--- src/rtl/alu_exec_stage.sv ---
// Two-stage registered ALU execute unit with valid/ready handshake on both sides.
// Stage 1 captures operands and control; stage 2 registers the result and flags.
module alu_exec_stage #(
  parameter int WIDTH = 32,
  parameter int CNT_W = 16
) (
  input  logic             clk,
  input  logic             rst,
  input  logic             in_valid,
  output logic             in_ready,
  input  logic [WIDTH-1:0] SrcA,
  input  logic [WIDTH-1:0] SrcB,
  input  logic [2:0]       ALUControl,
  output logic             out_valid,
  input  logic             out_ready,
  output logic [WIDTH-1:0] Result,
  output logic             Zero,
  output logic             Negative,
  output logic             Carry,
  output logic             Overflow,
  output logic             Illegal,
  output logic [CNT_W-1:0] op_count
);

  localparam logic [2:0] OP_ADD = 3'b000;
  localparam logic [2:0] OP_SUB = 3'b001;
  localparam logic [2:0] OP_AND = 3'b010;
  localparam logic [2:0] OP_OR  = 3'b011;
  localparam logic [2:0] OP_SLT = 3'b101;

  logic             s1_valid;
  logic [WIDTH-1:0] a_q;
  logic [WIDTH-1:0] b_q;
  logic [2:0]       ctl_q;

  logic             s2_load;
  logic             accept;
  logic             retire;

  logic             sub_mode;
  logic [WIDTH-1:0] b_eff;
  logic [WIDTH:0]   sum;
  logic             add_ovf;
  logic             sub_ovf;

  logic [WIDTH-1:0] res_d;
  logic             carry_d;
  logic             ovf_d;
  logic             ill_d;

  assign s2_load  = s1_valid && (!out_valid || out_ready);
  assign in_ready = !s1_valid || s2_load;
  assign accept   = in_valid && in_ready;
  assign retire   = out_valid && out_ready;

  // SUB and SLT share the adder as A + ~B + 1, so Carry is the NOT-borrow.
  assign sub_mode = (ctl_q == OP_SUB) || (ctl_q == OP_SLT);
  assign b_eff    = sub_mode ? ~b_q : b_q;
  assign sum      = {1'b0, a_q} + {1'b0, b_eff} + {{WIDTH{1'b0}}, sub_mode};
  assign add_ovf  = (a_q[WIDTH-1] == b_q[WIDTH-1]) && (sum[WIDTH-1] != a_q[WIDTH-1]);
  assign sub_ovf  = (a_q[WIDTH-1] != b_q[WIDTH-1]) && (sum[WIDTH-1] != a_q[WIDTH-1]);

  always_comb begin
    res_d   = '0;
    carry_d = 1'b0;
    ovf_d   = 1'b0;
    ill_d   = 1'b0;
    case (ctl_q)
      OP_ADD: begin
        res_d   = sum[WIDTH-1:0];
        carry_d = sum[WIDTH];
        ovf_d   = add_ovf;
      end
      OP_SUB: begin
        res_d   = sum[WIDTH-1:0];
        carry_d = sum[WIDTH];
        ovf_d   = sub_ovf;
      end
      OP_AND: res_d = a_q & b_q;
      OP_OR:  res_d = a_q | b_q;
      OP_SLT: begin
        // Signed less-than: sign of the difference corrected by overflow.
        res_d   = {{(WIDTH-1){1'b0}}, sum[WIDTH-1] ^ sub_ovf};
        carry_d = sum[WIDTH];
      end
      default: ill_d = 1'b1;
    endcase
  end

  always_ff @(posedge clk or posedge rst) begin
    if (rst) begin
      s1_valid <= 1'b0;
      a_q      <= '0;
      b_q      <= '0;
      ctl_q    <= '0;
    end else if (accept) begin
      s1_valid <= 1'b1;
      a_q      <= SrcA;
      b_q      <= SrcB;
      ctl_q    <= ALUControl;
    end else if (s2_load) begin
      s1_valid <= 1'b0;
    end
  end

  always_ff @(posedge clk or posedge rst) begin
    if (rst) begin
      out_valid <= 1'b0;
      Result    <= '0;
      Zero      <= 1'b0;
      Negative  <= 1'b0;
      Carry     <= 1'b0;
      Overflow  <= 1'b0;
      Illegal   <= 1'b0;
    end else if (s2_load) begin
      out_valid <= 1'b1;
      Result    <= res_d;
      Zero      <= (res_d == '0);
      Negative  <= res_d[WIDTH-1];
      Carry     <= carry_d;
      Overflow  <= ovf_d;
      Illegal   <= ill_d;
    end else if (out_ready) begin
      out_valid <= 1'b0;
    end
  end

  always_ff @(posedge clk or posedge rst) begin
    if (rst) begin
      op_count <= '0;
    end else if (retire && (op_count != {CNT_W{1'b1}})) begin
      op_count <= op_count + 1'b1;
    end
  end

endmodule

--- config.mk ---
export PLATFORM = sky130hd
export DESIGN_NAME = alu_exec_stage
export DESIGN_NICKNAME = d
export VERILOG_FILES = /design/src/rtl/alu_exec_stage.sv
export SDC_FILE = /design/constraint.sdc
export NUM_CORES = 1
export LEC_CHECK = 0
export ABC_AREA = 0
export CAP_MARGIN = 30
export CORE_UTILIZATION = 35
export DETAILED_ROUTE_END_ITERATION = 10
export PLACE_DENSITY = 0.55
export SLEW_MARGIN = 20
export SYNTH_ARGS = -nofsm -noshare
export SYNTH_HDL_FRONTEND = slang
export SYNTH_SLANG_ARGS = --single-unit
--- constraint.sdc ---
create_clock -name clk -period 4.9 [get_ports clk]
set_clock_uncertainty 0.2 [all_clocks]
set_input_delay 0.98 -clock clk [delete_from_list [all_inputs] [get_ports clk]]
set_output_delay 0.98 -clock clk [all_outputs]
set_load 0.02 [all_outputs]
* Word-level counts from Yosys, hierarchy flattened
Cells that the tools add are included.
Storage, ports and cells: register bits 122, latch bits 0, bits in writable memories 0, ROM bits 0, logic and storage cells 54, memories kept 0
Operators by class: $add $sub $neg 3, multipliers 0, divide/modulo/power cells 0, magnitude comparators 0, equality and inequality tests 8, shifts and indexed selects 0, multiplexer cells 9, bitwise operators 4, reductions and logical operators 18
Operators with widths (count):
- $pmux 32 s4 | 1
- $add 32x32->33 | 1
- $add 33x1->33 | 1
- $and 32x32->32 | 1
- $logic_not 32->1 | 1
- $mux 32 | 1
- $not 32->32 | 1
- $or 32x32->32 | 1
- $add 16x1->16 const B | 1
- $ne 16x16->1 const B | 1
- $eq 3x2->1 const B | 2
- $logic_and 1x1->1 | 6
- $mux 1 | 6
- $reduce_or 5->1 | 1
- $reduce_bool 2->1 | 2
- $eq 3x1->1 const B | 1
- $eq 3x3->1 const B | 1
- $logic_not 3->1 | 1
- $logic_or 1x1->1 | 3
- $reduce_or 3->1 | 1
- $logic_not 1->1 | 2
- $ne 1x1->1 | 2
- $pmux 1 s2 | 1
- $reduce_or 2->1 | 1
- 2 further kinds | 2

* Logic depth before layout (Yosys ltp)
Gate-level depths: netlist of the first run.
depth after elaboration 10, gate-level depth with buffers 19, mapped depth without buffers 14

* Worst setup path before layout of the first run
Ideal clock, no wire load.
path kind register to register, start point register ctl_q[0], end point register Zero, arrival time 4363 ps, data required time 4596 ps, setup slack 233 ps, cell stages (with the launch flop) 19, buffers on the path 5, path through dfrtp_1 -> buf_2 -> clkbuf_8 -> clkbuf_1 -> nor2b_1 -> clkbuf_1 -> buf_1 -> xor2_1 -> ha_1 -> a21oi_2 -> o21ai_1 -> or3_4 -> o21a_1 -> o21a_1 -> or3_1 -> a32o_1 -> a2111oi_2 -> nand4b_1 -> o41ai_2
On the way: longest elaborated chain between the ends 10, elaborated cells on any way between the ends 15, classes of those cells 2 x add/sub; 5 x eq/ne; 2 x mux; 1 x bitwise; 5 x reduce/logical
Ends and longest elaborated chain:
- start, declared | line 34 | logic [2:0] ctl_q;
- start signal, assigned | line 100 | ctl_q <= ALUControl;
- $eq 3x1->1 or $eq 3x3->1 (tied branches) | line 57, 68
- $logic_or 1x1->1 | line 57 | assign sub_mode = (ctl_q == OP_SUB) || (ctl_q == OP_SLT);
- $mux 32 | line 58 | assign b_eff = sub_mode ? ~b_q : b_q;
- $add 32x32->33 | line 59 | assign sum = {1'b0, a_q} + {1'b0, b_eff} + {{WIDTH{1'b0}}, sub_mode};
- $add 33x1->33 | line 59
- $ne 1x1->1 | line 61 | assign sub_ovf = (a_q[WIDTH-1] != b_q[WIDTH-1]) && (sum[WIDTH-1] != a_q[WIDTH-1]);
- $logic_and 1x1->1 | line 61
- $xor 1x1->1 | line 83 | res_d = {{(WIDTH-1){1'b0}}, sum[WIDTH-1] ^ sub_ovf};
- $pmux 32 s4 (*) | line 68 | case (ctl_q)
- $logic_not 32->1 (*) | line 118 | Zero <= (res_d == '0);
- end signal, assigned | line 118
- end, declared | line 17 | output logic Zero,
Every way passes the cells marked *; elsewhere a longest branch is shown, timed or not. A chain may end at the register's enable or synchronous reset.

* Worst setup path in the final report of the first run
start point register ctl_q[1], end point register Zero
Same word-level chain as after synthesis.

==> Implementation_results.wiki, run 1 <==
{| class="wikitable"
! Metric !! Value
|-
| Final cell area excluding filler cells || 9840 um^2
|-
| Number of enable-type register cells in the synthesized netlist || 0
|-
| Total nets after synthesis || 882
|-
| Max-cap viol count || 0
|-
| Area added between synthesis and finish || 27.0%
|-
| Vias after detailed routing || 6401
|-
| Floorplan die area || 22700 um^2
|-
| Post-DR vias/cell || 5.43
|-
| Global route total overflow || 0
|-
| Net count, final || 998
|-
| Switching power share of the total || 0.394
|-
| Failing checks || design-rule violations
|-
| Num ports || 126
|-
| Most frequent cells in the layout || 125 x clkdlybuf4s50_1, 121 x dfrtp_1, 72 x nand2_1
|-
| Maximum count of clock buffers along a single path || 2
|-
| Top_reg_cell synth || dfrtp_1
|-
| Layout cell share with drive strength beyond 1 || 0.143
|-
| Die boundary width || 151 um
|-
| Total CTS buffers || 17
|-
| Vias in the first global route || 6237
|-
| Final Worst Setup Slack || 0.466 ns
|-
| Data required time at the worst endpoint || 5.01 ns
|-
| Initial DRT Pass Iterations || 8
|-
| Count of port buffers added during placement || 125
|-
| RSZ-0062 raised after global routing || no
|-
| Worst vdd ir || 0.000251 V
|-
| Std-Cell Core Area || 21800 um^2
|-
| Arrival time at the worst endpoint || 4.55 ns
|-
| HPWL reported at the end of detailed placement || 16.3 mm
|-
| Mean routed wirelength per cell || 18.5 um
|-
| Number of antenna violations at the first check in global routing || 0
|-
| Clock tree from TritonCTS || yes
|-
| Class of the tightest hold or removal check || flop to flop
|-
| Height of the chip || 151 um
|-
| Floorplan row count || 54
|-
| Relative slew slack || 0.362
|-
| Setup Fix Bufs, Post-CTS || 0
|-
| Number of gates given a new drive strength after cts || 0
|-
| Number of hold-slack violations in the final timing report || 0
|-
| Combined area of all synthesized cells || 7750 um^2
|-
| # DRC || 1
|-
| Run status || finished, violations left
|-
| Register-to-register setup slack || 0.47 ns
|-
| Endpoint kind of the worst setup timing path || flop
|-
| Number of library cell types mapped by synthesis || 83
|-
| Area of placed instances || 9270 um^2
|-
| Main area contributors after synthesis || dfrtp_1 39%, mux2_2 9.9%, ha_1 6.1%
|-
| Total area of sequential cells || 3030 um^2
|-
| Sort of element at the start of the critical path || flop
|-
| Area share of the largest cell type after synthesis || 0.391
|-
| Cell internal power dissipation || 2.98 mW
|-
| Average cell area after synthesis || 10.0 um^2
|-
| Maximum number of pins on one net before global-route repair || 67
|-
| Power Dens Cells || 499 nW/um^2
|-
| Global-route wire length before repair || 34.9 mm
|-
| Number of inserted filler cells in the final layout || 2128
|-
| P_leak || 4.13 nW
|-
| Post-place setup slack || 0.558 ns
|-
| Share of synthesized flip-flops with an asynchronous set or reset || 1.00
|-
| Deepest level of the CTS H-tree || 4
|-
| Fmax || 0.226 GHz
|-
| Measured slew at the worst slew-check pin || 0.956 ns
|-
| Total Wirelength || 21.8 mm
|-
| Library cell used as clock root buffer || clkbuf_16
|-
| CP max FO || 20
|-
| Final antenna-violating net count || 0
|-
| Count of pins over their slew limit || 0
|-
| Cell count after placement || 1149
|-
| Number of endpoints failing setup at the final stage || 0
|-
| Number of standard cells after synthesis || 772
|-
| Critical Setup Path Class || flop to flop
|-
| Post-synthesis sequential element count || 121
|-
| Minimum clock period after layout || 4.43 ns
|-
| Register clock-pin slew on the reported worst setup and hold paths || 0.05 ns
|-
| Non-filler instance count after layout || 1179
|-
| Clock latency at the later pin of the worst-skew pair || 0.42 ns
|-
| First DRT Iteration DRCs || 407
|-
| Power share of the clock group || 0.255
|-
| Count of inserted antenna diode cells || 0
|-
| Most common library cell in the layout ignoring fill and taps || clkdlybuf4s50_1
|-
| Share of power burned in registers || 0.284
|-
| Initial standard-cell utilization of the core || 0.356
|-
| Overall routing resource usage || 0.202
|-
| Share of the clock period used by the worst path || 0.905
|-
| Summed negative setup slack over all endpoints || 0 ns
|-
| Number of synthesis warnings || 0
|-
| Comb pwr share || 0.461
|-
| Switching Power || 1.93 mW
|-
| TritonCTS Sinks || 121
|-
| Library cell occupying the most area in the post-synthesis netlist || dfrtp_1
|-
| Area of the multi-input gates || 4450 um^2
|-
| Number of hold buffers added after CTS || 0
|-
| Final weighted congestion of routability-driven global placement || 0.897
|-
| Proportion of synthesized chip area in sequential cells || 0.391
|}
[power groups by stage]
stage | Combinational (mW) | Sequential [mW] | Clock, mW
3_5_place_dp | 2.24 | 1.41 | 0
2_1_floorplan | 1.41 | 1.50 | 0
4_1_cts | 2.25 | 1.40 | 1.28
5_1_grt | 2.48 | 1.43 | 1.33
6_report | 2.26 | 1.40 | 1.25
3_3_place_gp | 2.23 | 1.41 | 0
[sequential cells by signal (all words and copies together) (netlist names)]
| name | count |
|---|---|
| Carry | 1 |
| s1_valid | 1 |
| a_q | 32 |
| out_valid | 1 |
| Result | 32 |
| Illegal | 1 |
| op_count | 16 |
| ctl_q | 3 |
| Overflow | 1 |
| b_q | 32 |
| Zero | 1 |
[per-layer routing]
metal,vias up,GRT usage,part of all wire
met5,-,0,0
met4,0,0.0540,0.013
met3,22,0.0434,0.056
met2,187,0.294,0.43
met1,3111,0.298,0.50
li1,3081,-,-
[cells by family after synthesis]
family          count (synthesis)  synth area share
compound gates                202             0.179
simple gates                  197             0.131
flops                         121             0.391
mux                            72             0.104
xor+xnor                       63            0.0712
buf+inv                        59            0.0359
fa+ha+maj                      58            0.0885
[path summary, 6_finish.rpt]
check | cells past startpoint | end | startpoint
max | 14 | Zero | ctl_q[1]
min | 2 | Result[25] | Result[25]
max reg2reg | 14 | Zero | ctl_q[1]
min reg2reg | 2 | Result[25] | Result[25]
max in group asynchronous | 3 | b_q[12] | rst
min in group asynchronous | 2 | a_q[30] | rst
[synth_stat cells (all sizes together) (5+ instances only)]
| cell type | n |
|---|---|
| clkbuf | 29 |
| buf | 10 |
| nor2 | 31 |
| xnor2 | 18 |
| nand3 | 11 |
| nand2 | 73 |
| inv | 20 |
| ha | 38 |
| a21oi | 44 |
| dfrtp | 121 |
| a31oi | 9 |
| and3 | 11 |
| xor2 | 45 |
| o211ai | 7 |
| nor4 | 8 |
| and2 | 6 |
| o21ai | 52 |
| nand4 | 14 |
| maj3 | 19 |
| nor3 | 11 |
| o22ai | 5 |
| a22oi | 6 |
| a22o | 16 |
| o31ai | 5 |
| or3 | 5 |
| a21o | 6 |
| o21a | 13 |
| mux2 | 68 |
[layout make-up]
class	instances	share of cell area
tap	280	0.0356
clock buffer	20	0.0454
timing repair buffer	136	0.138
inverter	20	0.00788
clock inverter	10	0.0130
multi-input combinational	592	0.452
sequential	121	0.308
[through the flow]
step,util,hold WS (ns),power [mW]
6_report,0.452,0.276,4.91
5_1_grt,0.452,0.308,5.23
4_1_cts,0.452,0.283,4.92
3_5_place_dp,0.426,0.270,3.65
3_3_place_gp,0.426,0.262,3.64
2_1_floorplan,-,0.301,2.91
[critical path, cell delays in order, from the launching register on]
cell,delay [ns]
dfrtp_1,0.46
nor2b_4,0.16
buf_4,0.36
xor2_1,0.12
ha_1,0.40
a211o_1,0.29
a21oi_1,0.16
o21ai_0,0.11
nor4_1,0.37
nand4_1,0.15
a2111oi_0,0.67
nand4_1,0.26
nor4_4,0.27
nand4b_1,0.14
o41ai_2,0.20
Power figures use the tool's default switching activity.
==> run 2: changes to the inputs <==
--- a/config.mk
+++ b/config.mk
@@ -10,6 +10,7 @@
 export CORE_UTILIZATION = 35
 export DETAILED_ROUTE_END_ITERATION = 10
 export PLACE_DENSITY = 0.55
+export SKIP_CTS_REPAIR_TIMING = 1
 export SLEW_MARGIN = 20
 export SYNTH_ARGS = -nofsm -noshare
 export SYNTH_HDL_FRONTEND = slang
==> results of run 2 <==
Final layout, timing and power as in run 1 (identical DEF).
==> run 3: changes to the inputs <==
--- a/config.mk
+++ b/config.mk
@@ -7,9 +7,9 @@
 export LEC_CHECK = 0
 export ABC_AREA = 0
 export CAP_MARGIN = 30
-export CORE_UTILIZATION = 35
+export CORE_UTILIZATION = 49
 export DETAILED_ROUTE_END_ITERATION = 10
-export PLACE_DENSITY = 0.55
+export PLACE_DENSITY = 0.74
 export SKIP_CTS_REPAIR_TIMING = 1
 export SLEW_MARGIN = 20
 export SYNTH_ARGS = -nofsm -noshare
==> Implementation_results.wiki, run 3 (synthesized netlist as in run 1, its figures left out) <==
{| class="wikitable"
! Metric !! Value
|-
| Gate family responsible for the most delay along the worst path || compound AO/OA/AOI/OAI gates
|-
| Most common library cell in the layout ignoring fill and taps || clkdlybuf4s50_1
|-
| Count of inserted antenna diode cells || 0 (unchanged)
|-
| Post-DR vias/cell || 5.81 (+7.0%)
|-
| Overall routing resource usage || 0.265 (+0.0629)
|-
| Total CTS buffers || 17 (unchanged)
|-
| Critical Setup Path Class || flop to flop
|-
| Die boundary width || 128 um (-15%)
|-
| Vias in the first global route || 6183 (-0.87%)
|-
| Summed negative setup slack over all endpoints || 0 ns (unchanged)
|-
| Run status || finished clean
|-
| Num ports || 126 (unchanged)
|-
| Endpoint kind of the worst setup timing path || flop
|-
| TritonCTS Sinks || 121 (unchanged)
|-
| Initial standard-cell utilization of the core || 0.506 (+0.150)
|-
| Library cell used as clock root buffer || clkbuf_16
|-
| Maximum number of pins on one net before global-route repair || 74 (+10%)
|-
| Std-Cell Core Area || 15300 um^2 (-30%)
|-
| Mean routed wirelength per cell || 18.6 um (+0.94%)
|-
| Count of port buffers added during placement || 125 (unchanged)
|-
| P_leak || 4.17 nW (+0.76%)
|-
| Regs by FF count || Result x32, a_q x32, b_q x32
|-
| Worst path slowest cell || a2111oi_0
|-
| Power Dens Cells || 508 nW/um^2 (+1.8%)
|-
| Cell count after placement || 1080 (-6.0%)
|-
| Data required time at the worst endpoint || 5.02 ns (about the same)
|-
| Minimum clock period after layout || 4.40 ns (-0.0320 ns)
|-
| Worst reg2reg path startpoint || ctl_q[1]
|-
| CP max FO || 15 (-25%)
|-
| Clock latency at the later pin of the worst-skew pair || 0.42 ns (about the same)
|-
| Worst-path cell chain || nor2b_4 -> buf_4 -> xor2_1 -> ha_1 -> a211o_1 -> a21oi_1 -> o21ai_0 -> nor4_1 -> nand4_1 -> a2111oi_0 -> nand4_1 -> nor4_4 -> nand4b_1 -> o41ai_2
|-
| Share of the clock period used by the worst path || 0.898 (-0.00653)
|-
| Total Wirelength || 20.7 mm (-4.9%)
|-
| Register-to-register setup slack || 0.50 ns (+0.03 ns)
|-
| Vias after detailed routing || 6456 (+0.86%)
|-
| Arrival time at the worst endpoint || 4.52 ns (-0.03 ns)
|-
| Worst vdd ir || 0.000280 V (+12%)
|-
| Global route total overflow || 0 (unchanged)
|-
| Most frequent cells in the layout || 125 x clkdlybuf4s50_1, 121 x dfrtp_1, 72 x nand2_1
|-
| Area added between synthesis and finish || 26.8%
|-
| Measured slew at the worst slew-check pin || 0.975 ns (+0.0192 ns)
|-
| Sort of element at the start of the critical path || flop
|-
| Fmax || 0.227 GHz (+0.73%)
|-
| Deepest level of the CTS H-tree || 4 (unchanged)
|-
| HPWL reported at the end of detailed placement || 15.3 mm (-6.1%)
|-
| Met1 usage in global routing || 0.381 (+0.0826)
|-
| Final antenna-violating net count || 0 (unchanged)
|-
| Min-Delay Endpoint || Result[10]
|-
| Number of antenna violations at the first check in global routing || 0 (unchanged)
|-
| Net count, final || 999 (+0.10%)
|-
| Initial DRT Pass Iterations || 4 (-4)
|-
| Max-cap viol count || 0 (unchanged)
|-
| Clock tree from TritonCTS || yes
|-
| Highest cell delay on the worst timing path || 0.70 ns (+0.03 ns)
|-
| Height of the chip || 128 um (-15%)
|-
| Class of the tightest hold or removal check || flop to flop
|-
| Start point of the worst hold path || Result[10]
|-
| Number of cells on the worst hold path || 2 (unchanged)
|-
| Utilization after layout || 0.641 (+0.189)
|-
| Worst hold margin || 0.276 ns (-0.000138 ns)
|-
| Number of hold-slack violations in the final timing report || 0 (unchanged)
|-
| Non-filler instance count after layout || 1111 (-5.8%)
|-
| Global-route met2 utilization || 0.387 (+0.0923)
|-
| RSZ-0062 raised after global routing || no
|-
| Busiest metal layer after global routing || met2
|-
| Register clock-pin slew on the reported worst setup and hold paths || 0.05 ns (about the same)
|-
| Number of inserted filler cells in the final layout || 1284 (-40%)
|-
| Maximum count of clock buffers along a single path || 2 (unchanged)
|-
| Number of buffers and inverters on the critical path || 1 (unchanged)
|-
| Reg-to-Reg End || Zero
|-
| Floorplan die area || 16300 um^2 (-28%)
|-
| FF-to-FF path depth || 14 (unchanged)
|-
| Global-route wire length before repair || 33.1 mm (-5.4%)
|-
| Worst path most repeated cell || nand4_1
|-
| Number of endpoints failing setup at the final stage || 0 (unchanged)
|-
| First DRT Iteration DRCs || 516 (+27%)
|-
| # DRC || 0 (-1)
|-
| Relative slew slack || 0.349 (-0.0128)
|-
| Met3 Use GR || 0.0668 (+0.0234)
|-
| Floorplan row count || 45 (-17%)
|-
| Final weighted congestion of routability-driven global placement || 0.970 (+8.2%)
|-
| Count of pins over their slew limit || 0 (unchanged)
|-
| Layout cell share with drive strength beyond 1 || 0.146 (+0.00206)
|}
-- run 3: cell count changes in the layout (fill, tap and decap cells not counted) --
| cell | previous run | this run |
|---|---|---|
| buf_16 | 0 | 1 |
| a21oi_2 | 2 | 3 |
| buf_12 | 2 | 1 |
| buf_4 | 9 | 10 |
| bufinv_16 | 3 | 5 |
| clkinvlp_4 | 1 | 0 |
| a21oi_1 | 42 | 41 |
| clkinv_2 | 6 | 5 |
-- run 3: how the worst max path moves through the flow --
stage | start | endpoint | slack (ns) | depth (start not counted)
after global placement | ctl_q[1] | Zero | 0.62 | 14
after global routing | ctl_q[0] | Zero | 0.21 | 14
after floorplan | ctl_q[0] | Zero | 0.23 | 18
after CTS | ctl_q[1] | Zero | 0.56 | 14
final | ctl_q[1] | Zero | 0.50 | 14
after detailed placement | ctl_q[1] | Zero | 0.57 | 14
-- run 3: area by class of cell --
type | count | area [um^2] | area share
clock buffer | 20 | 447 | 0.0455
clock inverter | 10 | 175 | 0.0178
inverter | 20 | 77.6 | 0.00790
multi-input combinational | 592 | 4450 | 0.454
sequential | 121 | 3030 | 0.308
tap | 211 | 264 | 0.0269
timing repair buffer | 137 | 1370 | 0.140
-- run 3: routing by layer --
metal  wire length, um  share of wire
met1              9960           0.48
met2              8880           0.43
met3              1530          0.074
met4               320          0.015
met5                 0              0
-- run 3: metrics by stage --
step | total power [mW] | area [um^2] | setup slack, ns
floorplan | 2.91 | 7750 | 0.233
global placement | 3.59 | 9170 | 0.624
detailed placement | 3.62 | 9170 | 0.571
CTS | 4.97 | 9790 | 0.563
global route | 5.28 | 9820 | 0.211
finish | 4.99 | 9820 | 0.498
-- run 3: power breakdown --
group	switching, mW	internal [mW]
Clock	0.429	0.903
Sequential	0.200	1.20
Combinational	1.29	0.977
Total	1.91	3.08
-- run 3: worst min-delay path, delay by kind of cell, from the launching register on --
kind / cells / cell delay [ns]
flops: 1 / 0.34
simple gates: 1 / 0.04
compound gates: 1 / 0.06
